--- src/rtl/ebpf_lsu.sv ---
// ebpf_lsu: load/store unit for the eBPF core's 64-bit data memory.
//
// Accepts one LDX/STX request at a time and checks it for alignment and
// range. It then runs a read, a write, or a read-modify-write on the word
// bus and returns zero-extended load data or an error. Every output is
// registered. Each output register is loaded from the value that belongs
// to the state being entered.
//
// Ports
//   clk, rst_n        : clock; synchronous active-low reset
//   req_valid/ready   : request handshake (ready only while idle)
//   req_we/size/addr/wdata : store flag, size code (B/H/W/DW), byte address,
//                       and right-aligned store data
//   resp_valid/rdata/err : one-cycle completion pulse with load data or error
//   stb/adr/we/ww/dat_w : bus request (word address, one-hot size code)
//   dat_r, data_ack   : bus read data and phase acknowledge
module ebpf_lsu #(
   parameter int DATA_SIZE = 64,
   parameter int ADDR_SIZE = 11,
   parameter int TIMEOUT   = 16
) (
   input  logic                 clk,
   input  logic                 rst_n,
   input  logic                 req_valid,
   output logic                 req_ready,
   input  logic                 req_we,
   input  logic [1:0]           req_size,
   input  logic [63:0]          req_addr,
   input  logic [63:0]          req_wdata,
   output logic                 resp_valid,
   output logic [63:0]          resp_rdata,
   output logic                 resp_err,
   output logic                 stb,
   output logic [ADDR_SIZE-1:0] adr,
   output logic                 we,
   output logic [3:0]           ww,
   output logic [DATA_SIZE-1:0] dat_w,
   input  logic [63:0]          dat_r,
   input  logic                 data_ack
);

   localparam int CW = $clog2(TIMEOUT + 1);

   typedef enum logic [2:0] {IDLE, CHK, RD, WR, RESP} state_t;

   typedef struct packed {
      logic        we;
      logic [1:0]  size;
      logic [63:0] addr;
      logic [63:0] wdata;
   } req_t;

   state_t               state_q, state_d;
   req_t                 req_q, req_d;
   logic [DATA_SIZE-1:0] merge_q, merge_d;   // DW store data, or the RMW merged word
   logic [CW-1:0]        cnt_q, cnt_d;

   logic                 req_ready_d, resp_valid_d, resp_err_d, stb_d, we_d;
   logic [63:0]          resp_rdata_d;
   logic [ADDR_SIZE-1:0] adr_d;
   logic [3:0]           ww_d;
   logic [DATA_SIZE-1:0] dat_w_d;

   logic [5:0]           shamt;
   logic [63:0]          size_mask;
   logic [2:0]           align_mask;
   logic [63:0]          lane;
   logic [63:0]          merged;
   logic                 misalign, out_of_range, timed_out;

   // Size-derived masks and byte-lane datapath
   always_comb begin
      size_mask  = '1;
      align_mask = 3'd7;
      case (req_q.size)
         2'd0: begin size_mask = 64'h0000_0000_0000_00ff; align_mask = 3'd0; end
         2'd1: begin size_mask = 64'h0000_0000_0000_ffff; align_mask = 3'd1; end
         2'd2: begin size_mask = 64'h0000_0000_ffff_ffff; align_mask = 3'd3; end
         default: ;
      endcase
      shamt        = {req_q.addr[2:0], 3'b000};
      lane         = (dat_r >> shamt) & size_mask;
      // Only the addressed bytes are replaced; the rest of the word is preserved.
      merged       = (dat_r & ~(size_mask << shamt)) | ((req_q.wdata & size_mask) << shamt);
      misalign     = (req_q.addr[2:0] & align_mask) != 3'd0;
      out_of_range = |req_q.addr[63:ADDR_SIZE+3];
      timed_out    = (cnt_q == CW'(TIMEOUT - 1));
   end

   // Next state and next registered outputs
   always_comb begin
      state_d      = state_q;
      req_d        = req_q;
      merge_d      = merge_q;
      cnt_d        = cnt_q;
      resp_err_d   = 1'b0;
      resp_rdata_d = '0;

      case (state_q)
         IDLE: begin
            if (req_valid && req_ready) begin
               req_d   = '{we: req_we, size: req_size, addr: req_addr, wdata: req_wdata};
               merge_d = req_wdata;
               state_d = CHK;
            end
         end
         CHK: begin
            cnt_d = '0;
            if (misalign || out_of_range) begin
               resp_err_d = 1'b1;
               state_d    = RESP;
            end else if (req_q.we && req_q.size == 2'd3) begin
               state_d = WR;
            end else begin
               state_d = RD;            // load, or the read half of a sub-word store
            end
         end
         RD: begin
            if (data_ack) begin
               if (!req_q.we) begin
                  resp_rdata_d = lane;
                  state_d      = RESP;
               end else begin
                  merge_d = merged;
                  cnt_d   = '0;
                  state_d = WR;
               end
            end else if (timed_out) begin
               resp_err_d = 1'b1;       // a pending RMW write is abandoned
               state_d    = RESP;
            end else begin
               cnt_d = cnt_q + 1'b1;
            end
         end
         WR: begin
            if (data_ack) begin
               state_d = RESP;
            end else if (timed_out) begin
               resp_err_d = 1'b1;
               state_d    = RESP;
            end else begin
               cnt_d = cnt_q + 1'b1;
            end
         end
         RESP:    state_d = IDLE;
         default: state_d = IDLE;
      endcase

      // Bus outputs are held constant for the whole phase.
      req_ready_d  = (state_d == IDLE);
      resp_valid_d = (state_d == RESP);
      stb_d        = (state_d == RD) || (state_d == WR);
      we_d         = (state_d == WR);
      adr_d        = stb_d ? req_d.addr[ADDR_SIZE+2:3] : '0;
      ww_d         = (state_d == WR) ? 4'b1000 :
                     (state_d == RD) ? (4'b0001 << req_d.size) : 4'b0000;
      dat_w_d      = (state_d == WR) ? merge_d : '0;
   end

   always_ff @(posedge clk) begin
      if (!rst_n) begin
         state_q    <= IDLE;
         req_q      <= '0;
         merge_q    <= '0;
         cnt_q      <= '0;
         req_ready  <= 1'b0;
         resp_valid <= 1'b0;
         resp_rdata <= '0;
         resp_err   <= 1'b0;
         stb        <= 1'b0;
         adr        <= '0;
         we         <= 1'b0;
         ww         <= '0;
         dat_w      <= '0;
      end else begin
         state_q    <= state_d;
         req_q      <= req_d;
         merge_q    <= merge_d;
         cnt_q      <= cnt_d;
         req_ready  <= req_ready_d;
         resp_valid <= resp_valid_d;
         resp_rdata <= resp_rdata_d;
         resp_err   <= resp_err_d;
         stb        <= stb_d;
         adr        <= adr_d;
         we         <= we_d;
         ww         <= ww_d;
         dat_w      <= dat_w_d;
      end
   end

endmodule

--- config.mk ---
export PLATFORM = sky130hd
export DESIGN_NAME = ebpf_lsu
export DESIGN_NICKNAME = d
export VERILOG_FILES = /design/src/rtl/ebpf_lsu.sv
export SDC_FILE = /design/constraint.sdc
export NUM_CORES = 1
export LEC_CHECK = 0
export CELL_PAD_IN_SITES_DETAIL_PLACEMENT = 0
export CELL_PAD_IN_SITES_GLOBAL_PLACEMENT = 1
export CORE_UTILIZATION = 37
export CTS_CLUSTER_DIAMETER = 200
export CTS_CLUSTER_SIZE = 14
export DETAILED_ROUTE_END_ITERATION = 12
export MAX_ROUTING_LAYER = met4
export PLACE_DENSITY = 0.9
export SYNTH_ARGS = -nofsm -noshare
export SYNTH_HDL_FRONTEND = slang
export SYNTH_SLANG_ARGS = --single-unit
export TNS_END_PERCENT = 1
--- constraint.sdc ---
create_clock -name clk -period 3.1 [get_ports clk]
set_clock_uncertainty 0.2 [all_clocks]
set_input_delay 0.62 -clock clk [delete_from_list [all_inputs] [get_ports clk]]
set_output_delay 0.62 -clock clk [all_outputs]
set_load 0.01 [all_outputs]
Word-level counts from Yosys, hierarchy flattened. Index checks and enable logic that the tools add are counted.

Register bits after elaboration: 351. Bits in latches: 0. RAM bits: 0. ROM bits: 0. Input port bits: 199. Output and inout port bits: 148. Word-level logic and storage cells: 89. Memories kept: 0.

$add $sub $neg: 1. $mul: 0. Divide/modulo/power cells: 0. $lt $le $gt $ge: 0. Eq/ne operators: 12. Shift-type cells: 4. Multiplexer cells: 27. Bitwise logic cells: 10. Reductions and logical operators: 17.

Operator list (number): $mux W130 (2); $and A64 B64 Y64 (3); $mux W64 (3); $pmux W64 S3 (1); $pmux W64 S2 (1); $shl A64 B6 Y64 (2); $not A64 Y64 (1); $or A64 B64 Y64 (1); $shr A64 B6 Y64 (1); $reduce_or A50 Y1 (1); $mux W5 (4); $mux W3 (6); $pmux W5 S3 (1); $eq A3 B2 Y1 const B (4); $pmux W3 S4 (1); $pmux W3 S3 (1); $mux W4 (2); $logic_not A3 Y1 (2); $reduce_and A2 Y1 (3); $reduce_bool A3 Y1 (2); $add A5 B1 Y5 const B (1); $eq A5 B4 Y1 const B (1); $eq A2 B2 Y1 const B (2); $mux W1 (4); 16 further kinds (21).

Longest topological paths before layout. Gate-level depths: netlist of run 1.

Word-level depth: 10. Depth in mapped cells: 10. Gate-level depth less buffers: 7.

Least setup slack after synthesis of run 1. No wires, ideal clock.

Path kind: in2reg. Start: input port req_valid. End: register ww[3]. Setup time: 115 ps. Arrival time: 2153 ps. Required time: 2785 ps. Setup slack: 632 ps. Stages: 8. Path buffers: 2. Path through: nand2_1 -> nor4_1 -> buf_2 -> buf_2 -> nor2_1 -> a21oi_1 -> o21ai_0 -> and2_1.

Word-level cells in the longest chain between the ends: 6. Elaborated cells between the ends (all ways): 10. Classes of those cells: eq/ne (2); shift (1); mux (6); reduce/logical (1).

RTL lines: start: declaration (RTL line 24) `input logic req_valid,`; $logic_and A1 B1 Y1 (*) (RTL line 101) `if (req_valid && req_ready) begin`; $mux W3 or $mux W130 (tied branches) (RTL line 101); $pmux W3 S4 or $mux W130 (tied branches) (RTL line 99) `case (state_q)`; $eq A3 B2 Y1 or $shl A1 B2 Y4 (tied branches) (RTL line 156) `(state_d == RD) ? (4'b0001 << req_d.size) : 4'b0000;`; $mux W4 (RTL line 156); $mux W4 (*) (RTL line 155) `ww_d = (state_d == WR) ? 4'b1000 :`; end signal: assignment (RTL line 187) `ww <= ww_d;`; end: declaration (RTL line 36) `output logic [3:0] ww,`.

Every way passes the cells marked *; elsewhere a longest branch is shown, timed or not. A chain may end at the register's enable or synchronous reset.

Worst setup path in the final report of run 1.
Start: register req_q[65] (netlist bit). End: register dat_w[32].

Word-level cells in the longest chain between the ends: 7. Elaborated cells between the ends (all ways): 15. Classes of those cells: eq/ne (1); shift (2); mux (5); bitwise (4); reduce/logical (3).

RTL lines: start: declaration (RTL line 54) `req_t req_q, req_d;`; start signal: assignment (RTL line 177) `req_q <= req_d;`; $shl A64 B6 Y64 or $and A3 B3 Y3 (tied branches) (RTL line 84, 85); $not A64 Y64 or $reduce_bool A3 Y1 (tied branches) (RTL line 84, 85); $and A64 B64 Y64 or $logic_or A1 B1 Y1 (tied branches) (RTL line 84, 109); $or A64 B64 Y64 or $mux W3 (tied branches) (RTL line 84, 109); $mux W64 or $pmux W3 S4 (tied branches) (RTL line 120, 99); $mux W64 or $eq A3 B2 Y1 (tied branches) (RTL line 119, 157); $pmux W64 S2 or $reduce_and A2 Y1 (tied branches); end signal: assignment (RTL line 188) `dat_w <= dat_w_d;`; end: declaration (RTL line 37) `output logic [DATA_SIZE-1:0] dat_w,`.

Several ways; a longest one is shown, not always the timed one.

==> run_results.csv, run 1 <==
group,metric,value,unit
run_status,status,"finished, final reports clean",
synth,synth_seq_area_share,44.9,%
clocking,cts-root-buf,"clkbuf_16",
floorplan,placementRows,74,
layout,drive_gt1_share,10.1,%
worst_setup_path,rr_startpoint,"req_q[65]",
floorplan,initial_core_util,37.9,%
drt,drtIter0Drc,1566,
timing,worst_slew_pin_slew,1.14,ns
synth,synth-async-reset-ratio,0,%
synth,synth.net_count,2079,
power_and_ir_drop,clock_power_share,34.7,%
clocking,clk-insertion-delay-late,0.59,ns
power_and_ir_drop,leakagePower,7.39,nW
timing,max_freq,0.357,GHz
timing,post-route-min-period,2.80,ns
synth,synth_edf_count,0,
power_and_ir_drop,p_seq_share,50.0,%
power_and_ir_drop,p_switching,2.59,mW
timing,maxSlewHeadroom,23.7,%
power_and_ir_drop,ir_worst_vdd,0.000376,V
synth,syn_area,15600,um^2
grt,grt_pass1_vias,15300,
grt,globalRouteOverflowTotal,0,
timing,min_period_over_period,90.4,%
synth,synth_cell_type_count,72,
synth,synthTopCellsByArea,"dfxtp_1 (45%), nand2_1 (8.3%), a21oi_1 (7.4%), nor2_1 (5.5%), mux4_2 (4.5%)",
drt,drt.antenna.violating_nets,0,
clocking,cts_tree,"done",
drt,drc,0,
timing,hold_viol,0,
power_and_ir_drop,switching_share,27.1,%
clocking,clkSlewWorstSetupHoldPaths,0.06,ns
layout,final_cells,2756,
synth,synthCells,1879,
drt,num_vias,15800,
min_path,min_path_type,"reg -> reg",
placement,port_buffers,346,
timing,worst_slack,0.297,ns
worst_setup_path,crit_fanout,37,
worst_setup_path,crit_arrival,3.13,ns
clocking,post_cts_resized,0,
synth,synth_flop_cell,"dfxtp_1",
layout,area_growth_syn_to_layout,33.6,%
synth,synth_area_leader_cell,"dfxtp_1",
layout,nets,2416,
clocking,numCtsBuffers,29,
grt,antenna_found_initial,4,
clocking,cts.sinks,351,
worst_setup_path,crit_start,"req_q[65]",
power_and_ir_drop,p_int,6.96,mW
synth,avgSynthCellArea,8.32,um^2
min_path,hold_start,"req_q[96]",
timing,grt_setup_unrepaired,"no",
placement,dpl.cell_count,2717,
drt,viasPerCell,5.72,
power_and_ir_drop,p_per_area,457,nW/um^2
clocking,clk_path_buf_depth,3,
flow_run,cap_violations,0,
grt,grt_usage,30.5,%
drt,totalWireLength,65400,um
clocking,htree_num_levels,1,
floorplan,io_pins,347,
drt,wl_per_cell,23.7,um
worst_setup_path,critPathKind,"reg -> reg",
grt,grt_max_degree,118,
clocking,cts_setup_buffers,0,
clocking,cts_hold_buf,0,
worst_setup_path,required,3.43,ns
synth,ys_ff_latch,351,
timing,setup_viol,0,
placement,hpwl,50100,um
drt,first_pass_iters,6,
floorplan,die-height,208,um
synth,ys_warn_count,0,
floorplan,die_w,208,um
layout,layout_commonest_cell,"dfxtp_1",
placement,dp_slack,-0.0170,ns
synth,synth_top_area_share,44.9,%
timing,slew_viol_final,0,
placement,gp_congestion,1.01,
floorplan,core_area,41300,um^2
grt,grt_pass1_wl,97200,um
power_and_ir_drop,combPwrFrac,15.3,%
floorplan,die_area,43100,um^2
layout,mostFrequentLayoutCells,"dfxtp_1 (348), nand2_1 (347), clkdlybuf4s50_1 (346)",
worst_setup_path,crit_path_end_kind,"flop",
worst_setup_path,crit_path_start_kind,"flop",
[synthesized netlist by cell type (21+ instances only)]
cell type and count:
a22oi_1 25, a21oi_1 231, mux2i_1 50, o21ai_0 69, nand2_1 347, nor3_1 35
dfxtp_1 351, mux2_2 21, clkbuf_1 96, buf_2 38, a211oi_1 40, mux4_2 31
a221oi_1 32, inv_1 27, nor2_1 229
[cell families after synthesis]
kind of cell	after synthesis	share of synthesized area [%]
AOI/OAI and AO/OA	515	20.7
muxes	102	9.18
adders and majority gates	1	0.0800
DFF	351	44.9
xor gates and xnor gates	1	0.0560
buffers and inverters	182	4.97
and+or+nand+nor	727	20.1
[state kept, by name, indices dropped and copies added (netlist names), 3 cells and up]
name        flops
adr            11
cnt_q           5
dat_w          64
merge_q        64
req_q         131
resp_rdata     64
state_q         3
ww              4
[worst max-delay path, cell delays in order (launching register included)]
cell and delay, ns:
dfxtp_4 0.67, buf_4 0.42, a211oi_1 0.10, buf_4 0.19, o31ai_1 0.62, nand2_1 0.11
a32o_1 0.30, nor2_1 0.10
[power by group through the flow]
stage / Combinational, mW / Sequential [mW] / Clock [mW]
floorplan: 0.777 / 4.79 / 0
global route: 1.55 / 4.78 / 3.54
CTS: 1.44 / 4.77 / 3.39
global placement: 1.42 / 4.87 / 0
detailed placement: 1.43 / 4.87 / 0
finish: 1.46 / 4.78 / 3.32
[per-layer routing]
layer	vias to the layer above	GRT usage [%]	part of all wire [%]
met2	854	47.4	45
met4	0	13.0	4.5
met1	7501	38.1	41
li1	7270	-	-
met3	151	6.63	9.2
met5	-	-	0
[cell type report]
cell class	instances	area [um^2]
diodes	6	15.0
clock buffers	31	733
clock inverters	2	36.3
fillers	3943	20400
inverters	28	110
multi-input cells	1346	7850
flip-flops and latches	351	7040
well taps	532	666
repair buffers	460	4440
[path summary, 6_finish.rpt]
| path | endpoint | slack, ns | depth (start not counted) |
|---|---|---|---|
| worst max-delay path | dat_w[32] | 0.30 | 7 |
| worst min-delay path | req_q[96] | 0.25 | 2 |
| worst max register to register | dat_w[32] | 0.30 | 7 |
| worst min register to register | req_q[96] | 0.25 | 2 |
[stage by stage]
stage | cell area (um^2) | setup TNS [ns] | hold slack (ns) | utilization, % | power (mW)
after floorplan | 15600 | 0 | 0.233 | - | 5.57
after global placement | 20100 | 0 | 0.241 | 48.7 | 6.29
after detailed placement | 20100 | -0.0370 | 0.247 | 48.7 | 6.30
after CTS | 20900 | 0 | 0.255 | 50.5 | 9.60
after global routing | 20900 | 0 | 0.274 | 50.6 | 9.88
final | 20900 | 0 | 0.254 | 50.6 | 9.55
(Power assumes the default switching activity.)
==> inputs of run 2 (changes only) <==
CORE_MARGIN = 4   (was unset)
GPL_ROUTABILITY_DRIVEN = 0   (was unset)
==> run 2 against run 1 <==
  * Die area grew 5.9%
  * Wire length decreased by 3.2%
  * Via count grew 0.63%
  * Design area fell by 1.1%
  * Sequential power is essentially flat
  * Largest cell class unchanged
==> run_results.csv, run 2 (synthesis gave the netlist of run 1 again) <==
group,metric,value,unit
clocking,cts_setup_buffers,0,
placement,hpwl,47300,um
drt,drt.antenna.violating_nets,0,
drt,viasPerCell,5.80,
grt,grt_pass1_wl,93100,um
timing,worst_slew_pin_slew,0.952,ns
layout,largest_reg_flops,131,
layout,final_cells,2738,
floorplan,io_pins,347,
layout,nets,2386,
clocking,clk-insertion-delay-late,0.59,ns
min_path,holdPathEnd,"req_q[102]",
placement,dp_slack,0.0426,ns
timing,whs,0.253,ns
clocking,clk_path_buf_depth,3,
clocking,cts.sinks,351,
min_path,min_path_cells,2,
clocking,cts_tree,"done",
worst_setup_path,rr_startpoint,"req_q[129]",
floorplan,die-height,214,um
floorplan,die_w,214,um
timing,max_freq,0.352,GHz
drt,first_pass_iters,8,
worst_setup_path,r2r_setup_slack,0.26,ns
timing,hold_viol,0,
grt,antenna_found_initial,11,
floorplan,core_area,41900,um^2
floorplan,die_area,45600,um^2
layout,layout_commonest_cell,"dfxtp_1",
timing,setup_viol,0,
power_and_ir_drop,ir_worst_vdd,0.000437,V
worst_setup_path,crit_path_end_kind,"flop",
flow_run,cap_violations,0,
clocking,cts_hold_buf,0,
grt,grt_pass1_vias,15100,
placement,port_buffers,346,
clocking,clkSlewWorstSetupHoldPaths,0.07,ns
power_and_ir_drop,p_total,9.51,mW
grt,grt_max_degree,145,
timing,maxSlewHeadroom,36.4,%
timing,min_period_over_period,91.8,%
clocking,numCtsBuffers,29,
power_and_ir_drop,leakagePower,7.24,nW
timing,grt_setup_unrepaired,"no",
min_path,min_path_type,"reg -> reg",
clocking,cts-root-buf,"clkbuf_16",
drt,num_vias,15900,
worst_setup_path,critPathKind,"reg -> reg",
layout,area_growth_syn_to_layout,32.1,%
timing,worst_slack,0.256,ns
worst_setup_path,r2r_end,"merge_q[35]",
drt,drtIter0Drc,2228,
timing,post-route-min-period,2.84,ns
grt,globalRouteOverflowTotal,0,
min_path,hold_start,"req_q[102]",
placement,dpl.cell_count,2694,
drt,totalWireLength,63300,um
worst_setup_path,required,3.36,ns
drt,drc,0,
worst_setup_path,crit_path_start_kind,"flop",
layout,fill_cells,3958,
floorplan,initial_core_util,37.4,%
layout,mostFrequentLayoutCells,"dfxtp_1 (348), nand2_1 (347), clkdlybuf4s50_1 (346)",
run_status,status,"finished, final reports clean",
drt,wl_per_cell,23.1,um
worst_setup_path,crit_arrival,3.11,ns
worst_setup_path,r2r_cells,7,
floorplan,placementRows,75,
clocking,post_cts_resized,0,
timing,setup_tns,0,ns
clocking,htree_num_levels,1,
timing,slew_viol_final,0,
layout,largest-register,"req_q",
grt,grt_usage,27.3,%
worst_setup_path,crit_fanout,18,
power_and_ir_drop,p_per_area,460,nW/um^2
layout,drive_gt1_share,8.82,%
run 2: layout make-up:
cell class	instances	area [um^2]	area share, %
Inverter	28	110	0.533
Clock buffer	32	737	3.57
Tap cell	539	674	3.27
Sequential cell	351	7040	34.1
Antenna cell	11	27.5	0.133
Multi-Input combinational cell	1346	7850	38.0
Timing Repair Buffer	430	4210	20.4
Clock inverter	1	16.3	0.0788
run 2: layer usage:
metal	global-route usage, %	vias up	share of wire [%]
met4	11.9	0	5.7
met2	41.2	1069	44
met1	33.9	7349	38
met5	-	-	0
li1	-	7208	-
met3	8.47	249	13
run 2: metrics by stage:
step	cell area, um^2	utilization [%]
after global placement	19900	47.5
after floorplan	15600	-
final	20700	49.3
after detailed placement	19900	47.5
after CTS	20600	49.3
after global routing	20700	49.3
run 2: worst max path at each step:
stage	from	endpoint	slack (ns)	cells after the start
3_3_place_gp	req_valid	merge_q[44]	0.10	8
2_1_floorplan	req_valid	ww[3]	0.63	8
3_5_place_dp	data_ack	dat_w[5]	0.04	8
5_1_grt	req_q[129]	merge_q[35]	0.12	7
6_report	req_q[129]	merge_q[35]	0.26	7
4_1_cts	req_q[129]	merge_q[35]	0.37	7
run 2: power breakdown:
| part | total, mW | switching (mW) | internal (mW) |
|---|---|---|---|
| combinational | 1.43 | 0.808 | 0.626 |
| sequential | 4.76 | 0.118 | 4.64 |
| clock | 3.31 | 1.65 | 1.66 |
run 2: critical path, stage by stage, from the launching register on:
cell and delay, ns:
dfxtp_1 0.35, buf_4 0.26, nand2_1 0.12, a211oi_1 0.74, nor2_1 0.24, a211o_1 0.36
a32o_1 0.28, and2_1 0.17
==> inputs of run 3 (changes only) <==
CAP_MARGIN = 20   (was unset)
GPL_ROUTABILITY_DRIVEN = unset   (was 0)
clock period = 2.67 ns   (was 3.1 ns; I/O delays follow)
==> run 3 against run 2 <==
  * Global-route usage up 1.5 points
  * Die area unchanged
  * Design area up 5.5%
  * Total power up 18%
  * Clock power up 14%
  * Sequential power up 16%
  * Via count up 1.4%
  * Sequential share of layout area down 1.8 points
  * Non-clock buffer count up 135
  * First-iteration DRC count down 28%
  * Critical endpoint is now merge_q[62]
  * Largest cell class unchanged
  * Largest power group unchanged
==> run_results.csv, run 3 (synthesis gave the netlist of run 1 again) <==
group,metric,value,unit
run_status,status,"finished, final reports clean",
placement,port_buffers,346,
clocking,cts-root-buf,"clkbuf_16",
worst_setup_path,slowest_stage,"dfxtp_4",
clocking,clkSlewWorstSetupHoldPaths,0.07,ns
worst_setup_path,crit_path_end_kind,"flop",
drt,drc,0,
layout,drive_gt1_share,14.3,%
worst_setup_path,path_delay_family,"compound AO/OA/AOI/OAI gates",
floorplan,core_area,41900,um^2
drt,totalWireLength,66800,um
timing,slew_viol_final,0,
placement,hpwl,51900,um
grt,antenna_found_initial,5,
grt,grt_pass1_wl,97300,um
drt,first_pass_iters,6,
grt,globalRouteOverflowTotal,0,
timing,worst_slew_pin_slew,0.880,ns
timing,hold_viol,0,
worst_setup_path,crit_arrival,2.80,ns
clocking,cts_tree,"done",
worst_setup_path,crit_path_cell_trace,"buf_12, o21ba_2, a22o_1, a22oi_1, a21oi_1, a2111oi_0, buf_4, nor3_1",
clocking,clk-insertion-delay-late,0.56,ns
grt,grt_max_degree,130,
drt,wl_per_cell,23.3,um
floorplan,initial_core_util,37.4,%
min_path,min_path_type,"reg -> reg",
timing,max_freq,0.388,GHz
floorplan,die-height,214,um
drt,num_vias,16100,
worst_setup_path,r2r_end,"merge_q[62]",
worst_setup_path,r2r_cells,8,
placement,gp_congestion,1.03,
clocking,htree_num_levels,1,
drt,viasPerCell,5.61,
worst_setup_path,max_stage_delay,0.54,ns
worst_setup_path,crit_fanout,17,
power_and_ir_drop,p_seq_share,49.4,%
min_path,holdPathEnd,"req_q[115]",
timing,worst_slack,0.0922,ns
layout,largest-register,"req_q",
layout,area_growth_syn_to_layout,39.3,%
layout,nets,2521,
placement,dp_slack,-0.337,ns
floorplan,io_pins,347,
power_and_ir_drop,p_int,8.19,mW
clocking,clk_path_buf_depth,3,
layout,fill_cells,3887,
timing,post-route-min-period,2.58,ns
layout,mostFrequentLayoutCells,"dfxtp_1 (348), nand2_1 (347), clkdlybuf4s50_1 (346)",
grt,grt_pass1_vias,15600,
power_and_ir_drop,p_per_area,513,nW/um^2
floorplan,placementRows,75,
timing,setup_viol,0,
power_and_ir_drop,leakagePower,7.90,nW
flow_run,cap_violations,0,
floorplan,die_area,45600,um^2
power_and_ir_drop,switching_share,26.7,%
clocking,numCtsBuffers,29,
clocking,cts.sinks,351,
grt,grt_usage,28.8,%
placement,dpl.cell_count,2829,
power_and_ir_drop,clock_power_share,33.9,%
worst_setup_path,critPathKind,"reg -> reg",
clocking,cts_hold_buf,0,
layout,largest_reg_flops,131,
power_and_ir_drop,p_total,11.2,mW
layout,final_cells,2868,
worst_setup_path,rr_startpoint,"req_q[64]",
worst_setup_path,required,2.89,ns
layout,layout_commonest_cell,"dfxtp_1",
worst_setup_path,crit_path_start_kind,"flop",
power_and_ir_drop,combPwrFrac,16.7,%
drt,drtIter0Drc,1601,
worst_setup_path,path_buf_inv,2,
timing,grt_setup_unrepaired,"yes",
min_path,hold_start,"req_q[115]",
layout,final_util,52.0,%
worst_setup_path,r2r_setup_slack,0.09,ns
power_and_ir_drop,ir_worst_vdd,0.000529,V
timing,min_period_over_period,96.5,%
power_and_ir_drop,p_switching,2.98,mW
floorplan,die_w,214,um
drt,drt.antenna.violating_nets,0,
min_path,min_path_cells,2,
timing,setup_tns,0,ns
timing,maxSlewHeadroom,41.3,%
## run 3: worst min-delay path: cells and delay by family, from the launching register on
| kind | cells | cell delay, ns |
|---|---|---|
| DFF | 1 | 0.31 |
| and+or+nand+nor | 1 | 0.05 |
| AOI/OAI and AO/OA | 1 | 0.05 |
## run 3: area by class of cell
class / count / area (um^2) / area share [%]
diodes: 6 / 15.0 / 0.0689
clock buffers: 32 / 737 / 3.38
clock inverters: 1 / 16.3 / 0.0747
inverters: 28 / 110 / 0.505
multi-input cells: 1346 / 7880 / 36.2
flip-flops and latches: 351 / 7040 / 32.3
well taps: 539 / 674 / 3.10
repair buffers: 565 / 5310 / 24.4
## run 3: how the worst max path moves through the flow
| stage | startpoint | end | slack [ns] | depth (start not counted) |
|---|---|---|---|---|
| final | req_q[64] | merge_q[62] | 0.09 | 8 |
| after detailed placement | data_ack | dat_w[6] | -0.34 | 8 |
| after CTS | req_q[82] | dat_w[6] | 0.05 | 7 |
| after global routing | req_q[129] | merge_q[62] | -0.005 | 10 |
| after floorplan | req_valid | ww[3] | 0.29 | 8 |
| after global placement | data_ack | dat_w[62] | -0.29 | 8 |
## run 3: timing repair
action                                  4_1_cts  5_1_grt
endpoints found under the hold margin         0        0
endpoints found under the setup margin        0       69
resized for setup                             0        7
setup buffers                                 0        0
## run 3: stage by stage
| stage | instance area [um^2] | hold slack (ns) |
|---|---|---|
| floorplan | 15600 | 0.233 |
| global placement | 21000 | 0.241 |
| detailed placement | 21000 | 0.248 |
| CTS | 21700 | 0.258 |
| global route | 21800 | 0.280 |
| finish | 21800 | 0.258 |
## run 3: per-layer routing
layer	GRT usage, %	wire (um)	up-vias
li1	-	-	7497
met1	36.6	27300	7616
met2	45.6	30300	834
met3	6.12	6380	148
met4	10.4	2800	0
met5	-	0	-
## run 3: power groups by stage
stage                     registers, mW  clock network (mW)  logic (mW)
after floorplan                    5.56                   0       0.902
after global placement             5.63                   0        1.82
after detailed placement           5.63                   0        1.83
after CTS                          5.52                3.87        1.84
after global routing               5.53                4.06        2.00
final                              5.52                3.78        1.87
